$ cat src/rtl/riscv_pkg.sv
// Shared types and defaults for the core's memory-side blocks.
package riscv_pkg;

    typedef enum logic [1:0] {
        IDLE  = 2'd0,
        BUSY0 = 2'd1,
        BUSY1 = 2'd2
    } arb_state_t;

    localparam int unsigned ARB_TIMEOUT_DEFAULT = 255;

endpackage

$ cat src/rtl/riscv_mem_arbiter.sv
// Round-robin arbiter sharing one data-memory port between instruction fetch (port 0)
// and the load/store unit (port 1), with a watchdog that force-completes stuck transfers.
module riscv_mem_arbiter
    import riscv_pkg::*;
#(
    parameter int unsigned TIMEOUT_CYC = ARB_TIMEOUT_DEFAULT
) (
    input  logic        clk_i,
    input  logic        rst_i,

    input  logic        m0_req_i,
    input  logic        m0_we_i,
    input  logic [3:0]  m0_be_i,
    input  logic [31:0] m0_addr_i,
    input  logic [31:0] m0_wd_i,
    output logic [31:0] m0_rd_o,
    output logic        m0_ready_o,
    output logic        m0_err_o,

    input  logic        m1_req_i,
    input  logic        m1_we_i,
    input  logic [3:0]  m1_be_i,
    input  logic [31:0] m1_addr_i,
    input  logic [31:0] m1_wd_i,
    output logic [31:0] m1_rd_o,
    output logic        m1_ready_o,
    output logic        m1_err_o,

    output logic        mem_req_o,
    output logic        mem_we_o,
    output logic [3:0]  mem_be_o,
    output logic [31:0] mem_addr_o,
    output logic [31:0] mem_wd_o,
    input  logic [31:0] mem_rd_i,
    input  logic        mem_ready_i
);

    localparam bit          WDOG_EN = (TIMEOUT_CYC != 0);
    localparam int unsigned CNT_W   = WDOG_EN ? $clog2(TIMEOUT_CYC + 1) : 1;
    // Counter holds cycles waited beyond the issue cycle; it reads LIMIT in cycle TIMEOUT_CYC.
    localparam int unsigned LIMIT   = WDOG_EN ? TIMEOUT_CYC - 1 : 0;

    arb_state_t       state_q, state_d;
    logic             last_q, last_d;
    logic [CNT_W-1:0] cnt_q, cnt_d;

    logic sel;
    logic active;
    logic done;
    logic tmo;

    always_ff @(posedge clk_i) begin
        if (rst_i) begin
            state_q <= IDLE;
            last_q  <= 1'b1;
            cnt_q   <= '0;
        end else begin
            state_q <= state_d;
            last_q  <= last_d;
            cnt_q   <= cnt_d;
        end
    end

    // Grant selection, lock tracking and watchdog.
    always_comb begin
        state_d = state_q;
        last_d  = last_q;
        cnt_d   = cnt_q;
        sel     = 1'b0;
        active  = 1'b0;
        done    = 1'b0;
        tmo     = 1'b0;

        case (state_q)
            IDLE: begin
                if (!rst_i && (m0_req_i || m1_req_i)) begin
                    sel    = (m0_req_i && m1_req_i) ? ~last_q : m1_req_i;
                    active = 1'b1;
                    last_d = sel;
                    cnt_d  = '0;
                    if (mem_ready_i) begin
                        done = 1'b1;
                    end else begin
                        state_d = sel ? BUSY1 : BUSY0;
                    end
                end
            end
            BUSY0, BUSY1: begin
                sel    = (state_q == BUSY1);
                active = !rst_i;
                if (mem_ready_i) begin
                    done    = !rst_i;
                    state_d = IDLE;
                end else if (WDOG_EN && (cnt_q == CNT_W'(LIMIT))) begin
                    tmo     = !rst_i;
                    state_d = IDLE;
                end else if (WDOG_EN && (cnt_q != {CNT_W{1'b1}})) begin
                    cnt_d = cnt_q + CNT_W'(1);
                end
            end
            default: state_d = IDLE;
        endcase
    end

    // Memory-side mux follows the granted or locked port; zero when nothing is active.
    always_comb begin
        mem_req_o  = 1'b0;
        mem_we_o   = 1'b0;
        mem_be_o   = '0;
        mem_addr_o = '0;
        mem_wd_o   = '0;
        if (active) begin
            mem_req_o  = sel ? m1_req_i  : m0_req_i;
            mem_we_o   = sel ? m1_we_i   : m0_we_i;
            mem_be_o   = sel ? m1_be_i   : m0_be_i;
            mem_addr_o = sel ? m1_addr_i : m0_addr_i;
            mem_wd_o   = sel ? m1_wd_i   : m0_wd_i;
        end
    end

    always_comb begin
        m0_ready_o = (done || tmo) && !sel;
        m1_ready_o = (done || tmo) && sel;
        m0_err_o   = tmo && !sel;
        m1_err_o   = tmo && sel;
        m0_rd_o    = (done && !sel) ? mem_rd_i : '0;
        m1_rd_o    = (done && sel)  ? mem_rd_i : '0;
    end

endmodule
$ cat config.mk
export PLATFORM = sky130hd
export DESIGN_NAME = riscv_mem_arbiter
export DESIGN_NICKNAME = d
export VERILOG_FILES = /design/src/rtl/riscv_pkg.sv /design/src/rtl/riscv_mem_arbiter.sv
export SDC_FILE = /design/constraint.sdc
export NUM_CORES = 1
export LEC_CHECK = 0
export BUFFER_PORTS_ARGS = -buffer_cell sky130_fd_sc_hd__buf_2
export CORE_AREA = 2 2 123 125
export CTS_BUF_LIST = sky130_fd_sc_hd__clkbuf_16
export CTS_CLUSTER_DIAMETER = 80
export DETAILED_ROUTE_END_ITERATION = 6
export DIE_AREA = 0 0 125 127
export PLACE_DENSITY = 0.56
export SETUP_SLACK_MARGIN = 0.4
export SLEW_MARGIN = 5
export SYNTH_ARGS = -nofsm -noshare
export SYNTH_HDL_FRONTEND = slang
export SYNTH_SLANG_ARGS = --single-unit
$ cat constraint.sdc
create_clock -name clk_i -period 5.1 [get_ports clk_i]
set_input_delay 1.02 -clock clk_i [delete_from_list [all_inputs] [get_ports clk_i]]
set_output_delay 1.02 -clock clk_i [all_outputs]
set_load 0.01 [all_outputs]
Yosys cells after proc, flatten, opt, wreduce, memory -nomap -nowiden
Index checks and enable logic that the tools add are counted.
{ "word_totals": {"register_bits": 11, "latch_bits": 0, "ram_bits": 0, "rom_bits": 0, "input_bits": 175, "word_cells": 68, "memories": 0} }
{ "classes": {"n_addsub": 1, "multipliers": 0, "div_mod_pow": 0, "n_lt_le_gt_ge": 0, "eq_ne": 10, "shifts": 0, "mux": 35, "bitwise_logic": 1, "n_reduce_logical": 18} }
{ "ops": {"columns": ["op", "n"], "rows": [
  ["$mux 32", 6],
  ["$mux 8", 4],
  ["$pmux 8 s2", 1],
  ["$mux 1", 13],
  ["$mux 2", 5],
  ["$ne 2x2->1 const B", 5],
  ["$add 8x1->8 const B", 1],
  ["$eq 8x8->1 const B", 1],
  ["$logic_and 1x1->1", 8],
  ["$mux 4", 2],
  ["$ne 8x8->1 const B", 1],
  ["$pmux 1 s2", 3],
  ["$reduce_and 5->1", 1],
  ["$pmux 2 s2", 1],
  ["$ne 3x3->1 const B", 1],
  ["$reduce_and 3->1", 1],
  ["$eq 2x1->1 const B", 1],
  ["$eq 2x2->1 const B", 1],
  ["$logic_not 1->1", 2],
  ["$logic_not 2->1", 1],
  ["$logic_or 1x1->1", 2],
  ["$reduce_and 2->1", 1],
  ["$reduce_bool 2->1", 1],
  ["$reduce_or 2->1", 1],
  ["$not 1->1", 1]
]} }

Logic depth before layout (Yosys ltp)
Gate-level depths: netlist (run 1).
{ "depth": {"depth_word": 7, "ltp_mapped": 9, "ltp_nobuf": 6} }

Worst setup path after synthesis (run 1)
OpenSTA, ideal clock, no wires.
{ "synth_path": {"path_kind": "in2out", "from": "in m1_req_i", "to": "out m1_rd_o[10]", "arrival_ns": 2.123, "required_ns": 4.080, "setup_slack_ns": 1.957, "cell_stages": 5, "path_cell_list": "buf_2 > o311ai_1 > nor2_1 > buf_2 > and2_1"} }
{ "synth_via": {"elab_chain_len": 6, "word_cells_on_any_way": 10, "classes_between": "mux: 6; reduce/logical: 4"} }
{ "synth_rtl": {"columns": ["item", "line", "rtl"], "rows": [
  ["from (decl)", "riscv_mem_arbiter.sv:20", "input logic m1_req_i,"],
  ["$logic_and 1x1->1 or $logic_or 1x1->1 (tied branches)", "riscv_mem_arbiter.sv:77, riscv_mem_arbiter.sv:76", null],
  ["$mux 1 or $logic_and 1x1->1 (tied branches)", "riscv_mem_arbiter.sv:77, riscv_mem_arbiter.sv:76", null],
  ["$mux 1", "riscv_mem_arbiter.sv:76", "if (!rst_i && (m0_req_i || m1_req_i)) begin"],
  ["$pmux 1 s2", "riscv_mem_arbiter.sv:74", "case (state_q)"],
  ["$logic_and 1x1->1 (*)", "riscv_mem_arbiter.sv:127", "m1_rd_o = (done && sel) ? mem_rd_i : '0;"],
  ["$mux 32 (*)", "riscv_mem_arbiter.sv:127", null],
  ["to (decl)", "riscv_mem_arbiter.sv:25", "output logic [31:0] m1_rd_o,"]
]} }
Mark *: on every way between the ends. The rest lies on a longest branch, timed or not.

Worst setup path in the final report (run 1)
{ "layout_path": {"from": "in rst_i", "to": "out mem_addr_o[7]"} }
{ "layout_via": {"elab_chain_len": 6, "word_cells_on_any_way": 8, "classes_between": "mux: 6; reduce/logical: 2"} }
{ "layout_rtl": {"columns": ["item", "line", "rtl"], "rows": [
  ["from (decl)", "riscv_mem_arbiter.sv:9", "input logic rst_i,"],
  ["$logic_not 1->1 (*)", "riscv_mem_arbiter.sv:76, riscv_mem_arbiter.sv:90", null],
  ["$logic_and 1x1->1", "riscv_mem_arbiter.sv:76", null],
  ["$mux 1", "riscv_mem_arbiter.sv:76", null],
  ["$pmux 1 s2", "riscv_mem_arbiter.sv:74", null],
  ["$mux 32", "riscv_mem_arbiter.sv:116", "mem_addr_o = sel ? m1_addr_i : m0_addr_i;"],
  ["$mux 32 (*)", "riscv_mem_arbiter.sv:112", "if (active) begin"],
  ["to (decl)", "riscv_mem_arbiter.sv:32", "output logic [31:0] mem_addr_o,"]
]} }
Marked as above.

==> impl_metrics.json, run 1 <==
{
  "postCtsSetupBuffers": 0,
  "io_pins": 313,
  "grt_pass1_wl_mm": 16.85,
  "setup-tns-final_ps": 0,
  "htreeDepth": 1,
  "hold_slack_ps": 522.2,
  "synth_area_leaders": "nand2_1 24%, and2_1 19%, a21oi_1 17%, dfxtp_1 9.8%, buf_2 6.7%",
  "initial_core_util_pct": 15.54,
  "hold_viol_final": 0,
  "n_antenna_cell": 0,
  "synth_seq_area_share_pct": 9.827,
  "period_share_pct": 74.25,
  "clk_latency_ps": 240,
  "cp_common_cell": "buf_2",
  "crit_path_start_kind": "primary input",
  "synth-seq-cells": 11,
  "grt_usage_pct": 12.72,
  "cpMaxStageDelayCell": "nand2b_2",
  "crit_arrival_ps": 2770,
  "detail-route-antenna-nets": 0,
  "switching_share_pct": 49.15,
  "antenna_found_initial": 0,
  "slew_headroom_pct": 51.35,
  "ir_drop_uv": 195.6,
  "die_area_sq_um": 15880,
  "critPathRequiredTime_ps": 4080,
  "path_buf_inv": 3,
  "die_h_um": 127,
  "hp-class": "register to register",
  "drc": 0,
  "core-area_sq_um": 14420,
  "end_kind": "primary output",
  "clk_pin_slew_ps": 40,
  "synth_nets": 581,
  "timing.fmax_ghz": 0.2641,
  "setup_viol": 0,
  "path_cells": "buf_2 > o21bai_2 > o22ai_1 > nand2b_2 > buf_12 > a21oi_1 > buf_2",
  "internal-power_uw": 445.6,
  "netlist-cell-type-count": 43,
  "dp_hpwl_mm": 9.023,
  "grt_max_degree": 70,
  "maxSlewViolCount": 0,
  "synthCells": 402,
  "p_sw_uw": 430.8,
  "drv_cap": 0,
  "synth_top_area_share_pct": 24.12,
  "synthToLayoutAreaGrowth_pct": 79.45,
  "clk_path_buf_depth": 2,
  "drt-vias-per-instance": 4.241,
  "rsz0062_at_grt": "no",
  "power_density_nw_per_um2": 217.9,
  "drt_iter0_markers": 196,
  "path_max_fanout": 38,
  "fin_nets": 868,
  "p_total_uw": 876.4,
  "clkSinkCount": 11,
  "drive_above_1_share_pct": 47.67,
  "worstMarginPinSlew_ps": 729.7,
  "fp.dieW_um": 125,
  "rows": 44,
  "cts_made_buffers": 3,
  "grt_pass1_vias": 3229,
  "vias": 3698,
  "clock-root-buffer": "clkbuf_16",
  "io_buffers": 312,
  "comb_power_share_pct": 72.7,
  "cts_hold_buf": 0,
  "synth_area_leader_cell": "nand2_1",
  "yosys_warnings": 0,
  "ctsResizeCount": 0,
  "syn_area_per_cell_sq_um": 5.574,
  "critPathKind": "primary input to primary output",
  "first_pass_iters": 4,
  "cp_slowest_stage_delay_ps": 420,
  "cts_tree": "built",
  "finalWeightedCongestion": 0.8136,
  "wl_mm": 11.60,
  "grt_overflow": 0,
  "power_frac_seq_pct": 10.9,
  "p_leak_nw": 2.369,
  "status": "finished, final reports clean",
  "synth_area_sq_um": 2241,
  "crit_family": "buffers and inverters",
  "period_minus_slack_ps": 3787,
  "clock_skew_ps": 1.440,
  "wl_per_cell_um": 13.30,
  "p_clk_share_pct": 16.4
}
-- per-stage QoR --
step	util [%]	setup slack, ps	cells	area [sq um]
after CTS	27.88	1290	872	4021
after global routing	27.88	1168	872	4021
after floorplan	-	1957	402	2241
final	27.88	1313	872	4021
after global placement	27.33	1320	868	3943
after detailed placement	27.33	1291	868	3943
-- path summary, 6_finish.rpt --
path	to	slack, ps	cells past startpoint	from
setup reg to reg	cnt_q[3]	3030	6	state_q[1]
hold reg to reg	state_q[0]	520	2	state_q[0]
setup / recovery	mem_addr_o[7]	1310	7	rst_i
hold / removal	state_q[0]	520	2	state_q[0]
-- area by class of cell --
cell class | instances | area (sq um)
Sequential cell | 11 | 220.2
Inverter | 6 | 22.52
Clock inverter | 1 | 3.754
Fill cell | 1596 | 10400
Multi-Input combinational cell | 351 | 1841
Timing Repair Buffer | 316 | 1629
Tap cell | 184 | 230.2
Clock buffer | 3 | 75.07
-- cell usage in the layout, fill, tap and decap left out, drive strengths merged, types with 4 or more instances in the layout --
| cell type | netlist | layout |
|---|---|---|
| buf | 32 | 316 |
| nand2 | 144 | 144 |
| a21oi | 76 | 76 |
| and2 | 67 | 67 |
| dfxtp | 11 | 11 |
| inv | 6 | 7 |
| nor2 | 7 | 7 |
| o21ai | 6 | 6 |
| ha | 4 | 4 |
-- power groups by stage --
stage	sequential [mW]	clock, mW	combinational (mW)
4_1_cts	0.0953	0.146	0.647
2_1_floorplan	0.0958	0	0.379
3_3_place_gp	0.0968	0	0.645
6_report	0.0954	0.144	0.637
3_5_place_dp	0.0969	0	0.643
5_1_grt	0.0960	0.150	0.709
-- kinds of logic (layout without fill, tap and decap cells) --
logic type | Yosys count | count (layout) | share of synthesized area (%)
AOI/OAI and AO/OA | 107 | 107 | 28.25
DFF | 11 | 11 | 9.827
adders and majority gates | 4 | 4 | 2.233
and+or+nand+nor | 240 | 240 | 50.98
buffers and inverters | 40 | 326 | 8.710
-- sequential cells by signal, indices dropped and copies added (netlist names) --
name and count:
last_q 1, state_q 2, cnt_q 8
-- layer usage --
metal	vias to the layer above	GRT usage (%)	share of wire [%]
li1	1909	-	-
met1	1615	16.65	44
met2	167	23.27	49
met3	7	1.508	5.9
met4	0	1.242	0.68
met5	-	0	0
-- synth_stat cells --
| library cell | n |
|---|---|
| o21ai_0 | 6 |
| and2b_1 | 2 |
| nor2_1 | 6 |
| o311ai_1 | 1 |
| a211o_1 | 1 |
| o22ai_1 | 1 |
| nor3_1 | 1 |
| nor4_1 | 2 |
| and3_1 | 1 |
| and2_1 | 67 |
| a211oi_1 | 1 |
| a311oi_1 | 2 |
| clkbuf_1 | 2 |
| a21oi_1 | 76 |
| a41o_1 | 1 |
| nand3_1 | 3 |
| ha_1 | 4 |
| o31ai_1 | 1 |
| nor2b_1 | 1 |
| a41oi_2 | 1 |
| dfxtp_1 | 11 |
| nand4_2 | 1 |
| or4_1 | 1 |
| a2bb2oi_1 | 1 |
| or2_1 | 1 |
| nor4b_1 | 1 |
| nand2_1 | 144 |
| inv_1 | 6 |
| a31oi_1 | 3 |
| o211ai_1 | 3 |
| o21a_1 | 3 |
| or3_1 | 1 |
| nand4_1 | 2 |
| o2bb2ai_2 | 1 |
| o21bai_2 | 1 |
| or2_2 | 1 |
| a2111o_1 | 1 |
| nor2_4 | 1 |
| buf_2 | 30 |
| nor3_2 | 1 |
| nand2b_1 | 3 |
| buf_4 | 2 |
| a32o_1 | 3 |
-- tightest hold or removal path: cells and delay by family (launching register included) --
family | cells | cell delay, ps
flops | 1 | 330
compound gates | 2 | 140
(Power assumes the default switching activity.)
==> inputs of run 2 (changes only) <==
- CORE_AREA: 2 2 123 125 -> 2 2 120 122
- DIE_AREA: 0 0 125 127 -> 0 0 122 124
- PLACE_DENSITY: 0.56 -> 0.6
- clock period: 5.1 -> 3.12 ns (I/O delays scaled with it)
==> run 2 against run 1 <==
Effect of this change: sequential power grew 65%; clock skew grew 0.81 ps; non-clock buffer count grew 15; clock power grew 64%; cell count grew 1.3%; sequential share of layout area shrank 0.20 points; utilization grew 3.2 points; die area shrank 4.7%; critical path type is now register to primary output; design area grew 6.1%.
==> impl_metrics.json, run 2 (synthesis results as in run 1) <==
{
  "detail-route-antenna-nets": 0,
  "clock-root-buffer": "clkbuf_16",
  "io_pins": 313,
  "critPathRequiredTime_ps": 2500,
  "drc": 0,
  "fin_nets": 883,
  "setup-tns-final_ps": 0,
  "period_share_pct": 85.13,
  "clk_pin_slew_ps": 40,
  "grt_pass1_vias": 3182,
  "grt_overflow": 0,
  "dp_hpwl_mm": 9.454,
  "end_kind": "primary output",
  "stdcell_area_sq_um": 4267,
  "first_pass_iters": 4,
  "crit_path_start_kind": "register",
  "maxSlewViolCount": 0,
  "path_max_fanout": 8,
  "final_common_cell": "buf_2",
  "drive_above_1_share_pct": 50.21,
  "drv_cap": 0,
  "slew_headroom_pct": 70.77,
  "timing.fmax_ghz": 0.3765,
  "drt_iter0_markers": 173,
  "htreeDepth": 1,
  "final_util_pct": 31.10,
  "hp-class": "register to register",
  "clk_latency_ps": 240,
  "largest_reg_flops": 8,
  "grt_usage_pct": 13.07,
  "multi_input_area_sq_um": 1898,
  "rrSetupSlack_ps": 1160,
  "p_leak_nw": 2.479,
  "power_density_nw_per_um2": 367.7,
  "crit_family": "simple AND/OR/NAND/NOR gates",
  "crit_arrival_ps": 2030,
  "vias": 3785,
  "cts_tree": "built",
  "cp_slowest_stage_delay_ps": 340,
  "critPathKind": "register to primary output",
  "layout.cells.non_filler": 883,
  "clk_path_buf_depth": 2,
  "synthToLayoutAreaGrowth_pct": 90.40,
  "clock_skew_ps": 2.251,
  "die_area_sq_um": 15130,
  "path_buf_inv": 3,
  "hold_viol_final": 0,
  "n_antenna_cell": 0,
  "initial_core_util_pct": 16.33,
  "placed_cell_area_sq_um": 4043,
  "die_h_um": 124,
  "drt-vias-per-instance": 4.287,
  "period_minus_slack_ps": 2656,
  "seq_area_sq_um": 225.2,
  "cpMaxStageDelayCell": "dfxtp_2",
  "clkSinkCount": 11,
  "core-area_sq_um": 13720,
  "io_buffers": 312,
  "finalWeightedCongestion": 0.7919,
  "antenna_found_initial": 0,
  "status": "finished, final reports clean",
  "fp.dieW_um": 122,
  "rows": 43,
  "dpl.cell_count": 873,
  "grt_max_degree": 42,
  "rsz0062_at_grt": "yes",
  "top_regs": "cnt_q x8, state_q x2, last_q x1",
  "setup_viol": 0,
  "worstMarginPinSlew_ps": 436.7,
  "layout_common_cells": "312 x buf_2, 143 x nand2_1, 75 x a21oi_1",
  "grt_pass1_wl_mm": 16.09,
  "path_cells": "inv_1 > ha_1 > buf_4 > and2b_2 > nor4b_2 > and2_4 > or2_2 > buf_2",
  "wl_per_cell_um": 13.47,
  "wl_mm": 11.90,
  "top_register": "cnt_q",
  "fillCellCount": 1562,
  "ir_drop_uv": 177.2,
  "cts_made_buffers": 3
}
-- run 2: cell types whose count changed in the layout (fill, tap and decap cells not counted), sizes merged --
| cell | previous run | this run |
|---|---|---|
| buf | 316 | 330 |
| clkbuf | 3 | 4 |
-- run 2: through the flow --
stage	total power [mW]	hold WS [ps]	setup WS, ps
6_report	1.569	499.7	464.1
5_1_grt	1.701	534.4	369.7
4_1_cts	1.545	512.8	400.2
3_5_place_dp	1.267	504.8	301.8
3_3_place_gp	1.272	506.4	345.6
2_1_floorplan	0.7753	479.9	766.9
-- run 2: report_power, final --
part           switching [mW]  total, mW  internal (mW)
registers             0.00774      0.157          0.150
logic                   0.671       1.18          0.504
clock network          0.0672      0.236          0.169
-- run 2: layer usage --
layer	routed length (um)	track usage [%]	up-vias
li1	-	-	1938
met1	4988	17.98	1666
met2	5851	22.24	174
met3	988	1.694	7
met4	66	1.940	0
met5	0	0	-
-- run 2: final cells by class --
class	instances	area share [%]
clock buffers	3	1.760
flip-flops and latches	11	5.279
inverters	6	0.5279
repair buffers	331	42.58
well taps	180	5.279
multi-input cells	351	44.49
clock inverters	1	0.08798
-- run 2: repair_timing --
action,4_1_cts,5_1_grt
gates cloned,0,1
setup endpoints to repair,128,52
setup buffers,4,1
gates resized for setup,8,8
hold buffers,0,0
pin swaps,1,0
-- run 2: worst min-delay path, cell delays in order, from the launching register on --
cell and delay, ps:
dfxtp_2 330, o21ai_0 70, a21oi_1 60
-- run 2: final timing paths --
kind	start	endpoint	depth (start not counted)
worst min-delay path	state_q[0]	state_q[0]	2
worst max register to register	state_q[0]	state_q[0]	8
worst max-delay path	state_q[0]	m0_ready_o	8
worst min register to register	state_q[0]	state_q[0]	2
==> inputs of run 3 (changes only) <==
- ABC_AREA: default -> 1
- CORE_AREA: 2 2 120 122 -> 2 2 122 124
- DIE_AREA: 0 0 122 124 -> 0 0 124 126
- PLACE_DENSITY: 0.6 -> 0.58
==> run 3 against run 2 <==
Effect of this change: worst setup slack improved by 7.6 ps; wire length increased by 12%; synthesized cell count increased by 14%; clock power increased by 2%; clock skew about the same; design area increased by 5.9%; non-clock buffer count increased by 11; maximum frequency increased by 0.29%; critical path depth increased by 4; first-iteration DRC count increased by 36%; die area increased by 3.3%; sequential cell count unchanged.
==> impl_metrics.json, run 3 <==
{
  "n_antenna_cell": 0,
  "cts_tree": "built",
  "layout_common_cells": "312 x buf_2, 210 x nor2_1, 46 x inv_1",
  "top_register": "cnt_q",
  "htreeDepth": 1,
  "dp_hpwl_mm": 8.779,
  "synthCells": 458,
  "synth-async-reset-ratio_pct": 0,
  "clk_path_buf_depth": 2,
  "drc": 0,
  "grt_pass1_vias": 3323,
  "wl_mm": 13.29,
  "maxSlewViolCount": 0,
  "drv_cap": 0,
  "synth_edf_count": 0,
  "power_frac_seq_pct": 5.9,
  "synth_area_leaders": "nor2_1 37%, o21ai_0 13%, dfxtp_1 10%, inv_1 8.4%, nand2_1 5.5%",
  "worstMarginPinSlew_ps": 428.1,
  "die_area_sq_um": 15620,
  "rows": 44,
  "yosys-top-cells-count": "216 x nor2_1, 57 x o21ai_0, 49 x inv_1",
  "slew_headroom_pct": 71.24,
  "synth-seq-cells": 11,
  "power_density_nw_per_um2": 765.5,
  "seq_area_sq_um": 225.2,
  "status": "finished, final reports clean",
  "synth_top_area_share_pct": 37.24,
  "drive_above_1_share_pct": 49.10,
  "synthToLayoutAreaGrowth_pct": 107.5,
  "clkSinkCount": 11,
  "p_sw_mw": 1.775,
  "synth_ff_type": "dfxtp_1",
  "vias": 4035,
  "setup_viol": 0,
  "synth_area_sq_um": 2177,
  "antenna_found_initial": 0,
  "clock-root-buffer": "clkbuf_16",
  "top_regs": "cnt_q x8, state_q x2, last_q x1",
  "core-area_sq_um": 14310,
  "critPathKind": "register to primary output",
  "fp.dieW_um": 124,
  "path_max_fanout": 8,
  "io_pins": 313,
  "p_leak_nw": 2.781,
  "switching_share_pct": 51.34,
  "min-delay-start": "state_q[0]",
  "fin_nets": 956,
  "timing.rr.start": "state_q[1]",
  "p_clk_share_pct": 6.9,
  "first_pass_iters": 5,
  "io_buffers": 312,
  "grt_usage_pct": 13.59,
  "r2r_cells": 10,
  "hold_viol_final": 0,
  "grt_pass1_wl_mm": 16.84,
  "p_total_mw": 3.457,
  "cts_hold_buf": 0,
  "initial_core_util_pct": 15.21,
  "finalWeightedCongestion": 0.7921,
  "detail-route-antenna-nets": 0,
  "synth_seq_area_share_pct": 10.11,
  "ir_drop_uv": 482.6,
  "min_delay_path_depth": 2,
  "clk_latency_ps": 240,
  "crit_path_start_kind": "register",
  "critPathRequiredTime_ps": 2500,
  "grt_max_degree": 65,
  "r2r-end": "cnt_q[5]",
  "grt_overflow": 0,
  "internal-power_mw": 1.682,
  "end_kind": "primary output",
  "period_share_pct": 84.88,
  "wl_per_cell_um": 13.85,
  "period_minus_slack_ps": 2648,
  "timing.fmax_ghz": 0.3776,
  "drt-vias-per-instance": 4.203,
  "synth_area_leader_cell": "nor2_1",
  "comb_power_share_pct": 87.2,
  "fillCellCount": 1625,
  "clock_skew_ps": 2.521,
  "final_common_cell": "buf_2",
  "drt_iter0_markers": 236,
  "rsz0062_at_grt": "no",
  "syn_area_per_cell_sq_um": 4.753,
  "synth_nets": 637,
  "setup-tns-final_ps": 0,
  "yosys_warnings": 0,
  "clk_pin_slew_ps": 40,
  "yosysMostFrequentCell": "nor2_1",
  "min_to": "state_q[0]",
  "rrSetupSlack_ps": 1310,
  "crit_arrival_ps": 2020,
  "cts_made_buffers": 3,
  "multi_input_area_sq_um": 1708,
  "die_h_um": 126,
  "netlist-cell-type-count": 26,
  "largest_reg_flops": 8,
  "hp-class": "register to register"
}
[run 3: changes by cell type after synthesis, moves of 43 or more]
cell and change:
nor2_1 +210, nand2_1 -112, and2_1 -67, a21oi_1 -62
o21ai_0 +51, inv_1 +43
[run 3: cell families after synthesis]
kind of cell,Yosys count,synth area share [%]
xor+xnor,1,0.4024
flops,11,10.11
simple gates,266,47.36
buf+inv,80,16.95
compound gates,96,22.87
fa+ha+maj,4,2.299
[run 3: worst max-delay path by stage]
stage,cells after the start,start,slack (ps),endpoint
final,12,state_q[1],470,mem_wd_o[22]
after global routing,12,state_q[1],370,mem_req_o
after CTS,10,m0_req_i,400,mem_wd_o[4]
after detailed placement,11,m1_req_i,340,mem_wd_o[0]
after global placement,10,m0_req_i,320,mem_wd_o[2]
after floorplan,9,state_q[1],790,mem_addr_o[24]
[run 3: routing by layer]
| metal | up-vias | wire, um | GRT usage (%) |
|---|---|---|---|
| met3 | 17 | 1110 | 1.087 |
| met5 | - | 0 | 0 |
| met2 | 216 | 6528 | 24.24 |
| met1 | 1743 | 5465 | 17.53 |
| li1 | 2059 | - | - |
| met4 | 0 | 189 | 3.239 |
[run 3: critical path: stages (launching register included)]
cell       delay (ps)
dfxtp_4           370
inv_6              40
ha_4              280
inv_6              40
nor2_4            100
inv_2              60
a21oi_4           170
buf_6             120
buf_12            120
clkbuf_16         160
o21ai_0            80
nor2_1             90
buf_2             130
[run 3: cell type report]
class	count	area share, %
tap	184	5.097
clock buffer	3	1.662
sequential	11	4.986
timing repair buffer	342	45.76
clock inverter	1	0.08310
multi-input combinational	367	37.81
inverter	52	4.598
[run 3: through the flow]
stage / hold WS [ps] / worst slack, ps / util, % / std cells / instance area [sq um]
after detailed placement: 469.7 / 341.8 / 27.38 / 935 / 3919
after global placement: 470.5 / 321.6 / 27.38 / 935 / 3919
final: 489.7 / 471.7 / 31.56 / 960 / 4517
after floorplan: 436.5 / 794.6 / - / 458 / 2177
after global routing: 526.7 / 366.8 / 31.56 / 960 / 4517
after CTS: 480.2 / 398.9 / 29.37 / 947 / 4204
[run 3: timing repair]
item	4_1_cts	5_1_grt
endpoints found under the setup margin	132	122
gates resized for setup	14	44
setup buffers	4	7
pin swaps	3	19
cloned	4	6
[run 3: power by group through the flow]
stage / clock network (mW) / registers, mW / logic [mW]
after floorplan: 0 / 0.192 / 1.34
after global placement: 0 / 0.198 / 2.20
after detailed placement: 0 / 0.198 / 2.18
after CTS: 0.244 / 0.198 / 2.59
after global routing: 0.249 / 0.209 / 3.28
final: 0.240 / 0.205 / 3.01
